`src/rtl/trace_buffer_dumper.sv`:
```
// Read-side controller for the circular trace buffer: freezes tracing, walks
// RAM port B from oldest to newest entry and streams each word out over
// valid/ready with a 2-entry buffer that hides the 1-cycle RAM latency.
module trace_buffer_dumper #(
  parameter  int N          = 8,
  parameter  int DATA_WIDTH = 32,
  parameter  int TB_SIZE    = 64,
  localparam int MEM_WIDTH  = N * DATA_WIDTH,
  localparam int AW         = $clog2(TB_SIZE)
) (
  input  logic                             clk,
  input  logic                             reset,
  input  logic                             dump_start,
  input  logic [AW-1:0]                    tb_wr_ptr,
  input  logic                             tb_wrapped,
  output logic                             tracing,
  output logic [AW-1:0]                    rd_address,
  input  logic [MEM_WIDTH-1:0]             rd_data,
  output logic [N-1:0][DATA_WIDTH-1:0]     vector_out,
  output logic                             valid_out,
  input  logic                             ready_in,
  output logic                             last_out,
  output logic                             dump_done
);

  typedef enum logic [1:0] {IDLE, DUMP, DRAIN, DONE} state_t;

  state_t                 r_state, w_next;
  logic [AW:0]            r_count, r_issued, r_accepted;
  logic [AW-1:0]          r_rd_addr;
  logic                   r_pend, r_pend_last;
  logic [MEM_WIDTH-1:0]   r_out, r_skid;
  logic                   r_valid, r_last, r_skid_v, r_skid_last;

  logic                   w_start, w_pop, w_issue, w_issue_last;
  logic [AW:0]            w_outstanding;

  assign w_start       = (r_state == IDLE) && dump_start;
  assign w_pop         = r_valid && ready_in;
  // Entries issued but not yet accepted, crediting a transfer happening now
  // so a full-rate stream keeps issuing every cycle.
  assign w_outstanding = r_issued - r_accepted - {{AW{1'b0}}, w_pop};
  assign w_issue       = (r_state == DUMP) && (r_issued != r_count) &&
                         (w_outstanding < (AW+1)'(2));
  assign w_issue_last  = (r_issued + (AW+1)'(1)) == r_count;

  // Next-state and state-decoded outputs. An empty dump spends one cycle in
  // DUMP so the freeze is visible and dump_done lands two cycles after the request.
  always_comb begin
    w_next    = r_state;
    tracing   = 1'b1;
    dump_done = 1'b0;
    case (r_state)
      IDLE:  if (dump_start) w_next = DUMP;
      DUMP: begin
        tracing = 1'b0;
        if (r_count == '0)                 w_next = DONE;
        else if (w_issue && w_issue_last)  w_next = DRAIN;
      end
      DRAIN: begin
        tracing = 1'b0;
        if (w_pop && r_last) w_next = DONE;
      end
      DONE: begin
        dump_done = 1'b1;
        w_next    = IDLE;
      end
      default: w_next = IDLE;
    endcase
  end

  // State, pointer sampling and read issue counters.
  always_ff @(posedge clk or posedge reset) begin
    if (reset) begin
      r_state     <= IDLE;
      r_count     <= '0;
      r_issued    <= '0;
      r_accepted  <= '0;
      r_rd_addr   <= '0;
      r_pend      <= 1'b0;
      r_pend_last <= 1'b0;
    end else begin
      r_state <= w_next;
      if (w_start) begin
        r_count    <= tb_wrapped ? (AW+1)'(TB_SIZE) : {1'b0, tb_wr_ptr};
        r_rd_addr  <= tb_wrapped ? tb_wr_ptr : '0;
        r_issued   <= '0;
        r_accepted <= '0;
      end else begin
        if (w_issue) begin
          r_rd_addr <= r_rd_addr + AW'(1);
          r_issued  <= r_issued + (AW+1)'(1);
        end
        if (w_pop) r_accepted <= r_accepted + (AW+1)'(1);
      end
      r_pend      <= w_issue;
      r_pend_last <= w_issue && w_issue_last;
    end
  end

  // Output register plus skid slot; RAM data landing while stalled parks in skid.
  always_ff @(posedge clk or posedge reset) begin
    if (reset) begin
      r_out       <= '0;
      r_valid     <= 1'b0;
      r_last      <= 1'b0;
      r_skid      <= '0;
      r_skid_v    <= 1'b0;
      r_skid_last <= 1'b0;
    end else if (!r_valid || w_pop) begin
      if (r_skid_v) begin
        r_out    <= r_skid;
        r_last   <= r_skid_last;
        r_valid  <= 1'b1;
        r_skid_v <= r_pend;
        if (r_pend) begin
          r_skid      <= rd_data;
          r_skid_last <= r_pend_last;
        end
      end else if (r_pend) begin
        r_out   <= rd_data;
        r_last  <= r_pend_last;
        r_valid <= 1'b1;
      end else begin
        r_valid <= 1'b0;
        r_last  <= 1'b0;
      end
    end else if (r_pend) begin
      r_skid      <= rd_data;
      r_skid_last <= r_pend_last;
      r_skid_v    <= 1'b1;
    end
  end

  assign rd_address = r_rd_addr;
  assign vector_out = r_out;
  assign valid_out  = r_valid;
  assign last_out   = r_last;

endmodule

```
`config.mk`:
```
export PLATFORM = sky130hd
export DESIGN_NAME = trace_buffer_dumper
export DESIGN_NICKNAME = d
export VERILOG_FILES = /design/src/rtl/trace_buffer_dumper.sv
export SDC_FILE = /design/constraint.sdc
export NUM_CORES = 1
export LEC_CHECK = 0
export CAP_MARGIN = 20
export CELL_PAD_IN_SITES_DETAIL_PLACEMENT = 0
export CELL_PAD_IN_SITES_GLOBAL_PLACEMENT = 1
export CORE_UTILIZATION = 41
export CTS_CLUSTER_DIAMETER = 80
export CTS_CLUSTER_SIZE = 10
export DETAILED_ROUTE_END_ITERATION = 10
export PLACE_DENSITY = 0.92
export SETUP_SLACK_MARGIN = 0.15
export SLEW_MARGIN = 20
export SYNTH_ARGS = -nofsm -noshare
export SYNTH_HDL_FRONTEND = slang
export SYNTH_SLANG_ARGS = --single-unit
```
`constraint.sdc`:
```
create_clock -name clk -period 53.4 [get_ports clk]
set_clock_uncertainty 0.2 [all_clocks]
set_input_delay 5.34 -clock clk [delete_from_list [all_inputs] [get_ports clk]]
set_output_delay 5.34 -clock clk [all_outputs]
set_load 0.005 [all_outputs]
```
## Yosys cells after proc, flatten, opt, wreduce, memory -nomap -nowiden

Cells that the tools add are included.

- Flip-flop bits (word level): 547
- Output and inout bits: 266
- Logic and storage cells: 75

- Eq/ne operators: 9
- Order comparisons: 1
- Reduce and logical (&&, ||, !) cells: 17
- Add/sub/neg operators: 5
- Multiplexer cells: 30

Operator list:

| kind | count |
|---|---|
| $mux 256 | 5 |
| $mux 7 | 5 |
| $mux 6 | 3 |
| $add 7x1->7 const B | 2 |
| $mux 1 | 12 |
| $mux 2 | 4 |
| $pmux 2 s4 | 1 |
| $reduce_bool 2->1 | 4 |
| $eq 7x7->1 | 1 |
| $logic_not 7->1 | 1 |
| $lt 7x2->1 const B | 1 |
| $ne 7x7->1 | 1 |
| $sub 7x1->7 | 1 |
| $sub 7x7->7 | 1 |
| $add 6x1->6 const B | 1 |
| $logic_and 1x1->1 | 6 |
| $ne 2x2->1 const B | 3 |
| $eq 2x2->1 const B | 2 |
| $ne 3x1->1 const B | 1 |
| $reduce_and 3->1 | 1 |
| $eq 2x1->1 const B | 1 |
| $logic_not 2->1 | 1 |
| $reduce_and 2->1 | 1 |
| $reduce_or 2->1 | 1 |
| other kinds (2) | 2 |

## Logic depth before layout (Yosys ltp)

- Depth in word-level cells: 8
- Gate-level depth with buffers: 13

## Worst setup path before layout

Ideal clock, no wire load.

- Path type: input-to-reg
- Start: in ready_in
- End: reg r_rd_addr[5] (netlist: rd_address[5])
- Buffers on the path: 0
- Required time: 53.118 ns
- Cell stages on the path: 10
- Data arrival time: 7.837 ns
- Setup slack: 45.281 ns
- Cell sequence: nand2_1 > fa_1 > fa_1 > xor2_1 > nor3b_1 > o211ai_1 > nor4_4 > nand2_2 > or4_1 > a31oi_1

- Cells in the longest elaborated chain, start to end: 5

Ends and longest elaborated chain:

| what | line | source |
|---|---|---|
| start, declared | 21 | `input logic ready_in,` |
| $logic_and 1x1->1 | 39 | `assign w_pop = r_valid && ready_in;` |
| $sub 7x1->7 | 42 | `assign w_outstanding = r_issued - r_accepted - {{AW{1'b0}}, w_pop};` |
| $lt 7x2->1 | 44 | `(w_outstanding < (AW+1)'(2));` |
| $logic_and 1x1->1 | 43 | `assign w_issue = (r_state == DUMP) && (r_issued != r_count) &&` |
| $reduce_bool 2->1 (no line) | n/a |  |
| end signal, assigned | 86 | `r_rd_addr <= tb_wrapped ? tb_wr_ptr : '0;` |
| end signal, assigned | 91 | `r_rd_addr <= r_rd_addr + AW'(1);` |
| end, declared | 30 | `logic [AW-1:0] r_rd_addr;` |

Every way passes these cells.
A chain may end at the register's enable or synchronous reset.

==> impl.org <==
** Run status
- The run finished with clean final reports.

** STA
- Count of final max-slew check failures :: 0
- Worst hold-check slack :: 302 ps
- RSZ-0062 raised after global routing :: false
- Final hold violations :: 0
- Final setup violation count :: 0
- Worst slew margin :: 19.8%
- Max frequency :: 112 MHz
- Of the available clock period, the critical path in the final layout requires 16.7%.
- Adding up every negative setup slack in the final design gives 0 ps.
- The routed design could run at a clock period as short as 8910 ps.
- At the pin with the least slew margin, the transition time is 1200 ps.

** Logic synthesis
- Synthesis produced 1909 cells.
- Among all flip-flop cells after synthesis, the most frequent one is sky130_fd_sc_hd__dfrtp_1.
- Yosys mapped a number of flops with a built-in enable equal to 0.
- In the synthesized netlist, the cells that appear most often are 547 x sky130_fd_sc_hd__dfrtp_1, 275 x sky130_fd_sc_hd__nor2_1, 269 x sky130_fd_sc_hd__a21oi_1.
- Total nets after synthesis :: 2194
- Area fraction of the dominant cell type after synthesis :: 58.9%
- Share of async-settable or async-resettable flops after synthesis :: 100%
- Synthesis inferred 547 register bits.
- The netlist uses 42 different library cells.
- After synthesis, the cell types taking the most area are sky130_fd_sc_hd__dfrtp_1 59%, sky130_fd_sc_hd__mux2_2 12%, sky130_fd_sc_hd__mux2i_1 11%.
- Synthesized cell area :: 0.0232 mm2
- A synthesized cell averages 12.2 um2.
- Yosys printed 0 warnings.
- Register area share after synthesis :: 58.9%
- Of all cell types, the one taking the most synthesized area is sky130_fd_sc_hd__dfrtp_1.
- Yosys instantiated no cell more often than sky130_fd_sc_hd__dfrtp_1.

** Clock network
- CTS tree :: yes
- Clock-pin slew on the worst setup and hold paths :: 60 ps
- The clock passes through at most 3 buffers.
- Clock H-tree levels :: 2
- In this run the post-CTS setup repair buffer count came out at 0.
- Clock latency reported for the late side of the worst-skew pair :: 610 ps
- Root Buffer :: sky130_fd_sc_hd__clkbuf_16
- Number of clock sinks :: 547
- Number of buffers created by CTS :: 61
- Post-cts gate resize count :: 0
- The number of hold buffers added after CTS was 0.

** Floorplanning
- Measured along the y axis, the die boundary spans 240 um.
- Die area :: 0.0576 mm2
- Core Rows :: 86
- Boundary pin count :: 533
- Placeable core region :: 0.0555 mm2
- Initial standard-cell utilization of the core :: 41.9%
- Die boundary width :: 240 um

** Place
- Instance count after placement with tap cells included :: 3084
- Input and output buffers added on the ports amount to 532.
- HPWL after detailed placement :: 40.4 mm
- Routability-driven placement finished with a final weighted congestion of 0.823.

** Critical path
- The critical path contains buffers and inverters numbering 5 combined.
- STA classifies the critical path endpoint as an async pin.
- Among all stages on the critical path, the largest delay is contributed by sky130_fd_sc_hd__buf_4.
- Dominant delay contributor by cell family on the critical path :: buffers and inverters
- Nature of the critical path startpoint :: input pin
- Data on the critical path arrives at its endpoint at 9200 ps.
- Delay contributed by the slowest stage of the critical path :: 890 ps
- For the worst setup path, the data required time is 53680 ps.
- Ordered list of cells on the worst path :: clkdlybuf4s50_1, inv_8, buf_4, buf_4, buf_4
- The setup path with the least slack is of type input pin to async pin.
- The cell that appears most often on the critical path is sky130_fd_sc_hd__buf_4.
- Worst-path fanout max :: 148

** Detailed routing
- In the routed layout, each cell is associated on average with a via count of 5.15.
- First-pass DRT Iterations :: 5
- In this run the remaining antenna-violating nets after routing total 0.
- Final wirelength :: 59.2 mm
- In the routed design, unresolved DRC markers number 0.
- After the first detailed-routing iteration, the DRC count stood at 794.
- Routed length per instance :: 18.7 um
- Total number of vias :: 16300

** Final layout
- The finished layout holds 3157 standard cells, fillers aside.
- Count of nets after finishing :: 2684
- Proportion of layout cells with a drive suffix above 1 :: 14.6%
- In the final layout, the multi-input gates occupy 0.00901 mm2.
- Syn-to-layout area delta :: 32.8%
- Counting the fill cells in the layout gives 4638.
- Final Core Density :: 55.6%
- In the final layout, flip-flops and latches occupy 0.0137 mm2.

** Worst hold path
- The path class of the tightest hold or removal check is flop to flop.

** Pwr
- Leakage power figure :: 0.0133 uW
- The internal power of the cells totals 1180 uW.
- The analysis attributes to net switching a power of 547 uW.
- Per report_power, the sequential group accounts for 42.3% of the total.
- Combinational group share of total power :: 36.5%
- The share of total power dissipated in the clock network is 21.2%.
- IR analysis of the VDD net gives a maximum drop of 0.0395 mV.
- Net switching share of the total power :: 31.7%
- For this design the ratio of total power to cell area is 55.9 mW/mm2.

** GRT
- Total congestion overflow after global routing :: 0
- The first global-routing pass estimated 92.6 mm of wire.
- Entering global routing, the biggest net connects 235 pins.
- Vias in the first global route :: 17000
- Total GRT Usage :: 20.2%
- Initial antenna violation count :: 8

** Run
- Across the run, the number of max-cap violations was 0.
[cells in the final DEF, fill, tap and decap left out, types with 7 or more instances in the layout]
cell and instances:
sky130_fd_sc_hd__a21oi_1 269, sky130_fd_sc_hd__buf_4 15, sky130_fd_sc_hd__clkbuf_16 62, sky130_fd_sc_hd__clkdlybuf4s50_1 532, sky130_fd_sc_hd__dfrtp_1 546, sky130_fd_sc_hd__ha_1 16, sky130_fd_sc_hd__inv_1 20, sky130_fd_sc_hd__mux2_2 257
sky130_fd_sc_hd__mux2i_1 259, sky130_fd_sc_hd__nand2_1 28, sky130_fd_sc_hd__nand3_1 20, sky130_fd_sc_hd__nand3b_1 7, sky130_fd_sc_hd__nor2_1 274, sky130_fd_sc_hd__o21ai_0 14, sky130_fd_sc_hd__xnor2_1 15, sky130_fd_sc_hd__xor2_1 13
[layout make-up]
class                   count  share of cell area (%)
diodes                      5                  0.0405
clock buffers              64                    5.08
clock inverters             4                   0.251
inverters                  21                   0.280
multi-input cells        1219                    29.2
flip-flops and latches    547                    44.4
well taps                 748                    3.03
repair buffers            549                    17.7
[worst paths after layout]
check	startpoint	endpoint	slack [ps]	cells past startpoint
max	reset	r_skid_v	44490	5
min	r_skid[178]	r_skid[178]	300	1
max reg2reg	r_skid_v	vector_out[75]	48830	7
min reg2reg	r_skid[178]	r_skid[178]	300	1
max in group clk	ready_in	vector_out[75]	44490	8
min in group asynchronous	reset	r_skid[115]	5120	2
[cell families (layout without fill, tap and decap cells)]
| family | after synthesis | in the layout | share of synthesized area [%] |
|---|---|---|---|
| compound gates | 297 | 297 | 6.57 |
| buf+inv | 143 | 638 | 2.41 |
| mux | 516 | 516 | 23.6 |
| simple gates | 360 | 360 | 6.43 |
| other cells | 0 | 5 | 0 |
| xor+xnor | 28 | 28 | 1.06 |
| flops | 547 | 547 | 58.9 |
| fa+ha+maj | 18 | 18 | 1.03 |
[stage by stage]
stage / power (uW) / setup slack, ps / instance area (um2)
after global placement: 1330 / 43760 / 29200
after global routing: 1840 / 43840 / 30900
after floorplan: 1030 / 32570 / 23200
after CTS: 1740 / 44280 / 30900
after detailed placement: 1370 / 43610 / 29200
final: 1730 / 44490 / 30900
[sequential cells by signal, indices dropped and copies added, names as in the netlist]
register	cells
r_skid	256
vector_out	256
r_accepted	7
r_count	7
r_issued	7
rd_address	6
r_state	2
last_out	1
r_pend	1
r_pend_last	1
r_skid_last	1
r_skid_v	1
valid_out	1
[power by group through the flow]
stage / logic (uW) / registers [uW] / clock network, uW
after floorplan: 310 / 718 / 0
after global placement: 608 / 722 / 0
after detailed placement: 634 / 734 / 0
after CTS: 637 / 730 / 378
after global routing: 693 / 754 / 394
final: 630 / 730 / 366
[routing by layer]
layer  track usage (%)  part of all wire [%]  vias to the layer above  routed length, um
met5                 0                 0.052                        -                 31
met4              7.39                   3.2                        4               1900
met3              6.12                   7.1                      124               4230
met2              34.4                    51                      411              30100
met1              23.8                    39                     8133              22900
li1                  -                     -                     7578                  -
No activity file was read; power rests on OpenSTA's default activity.
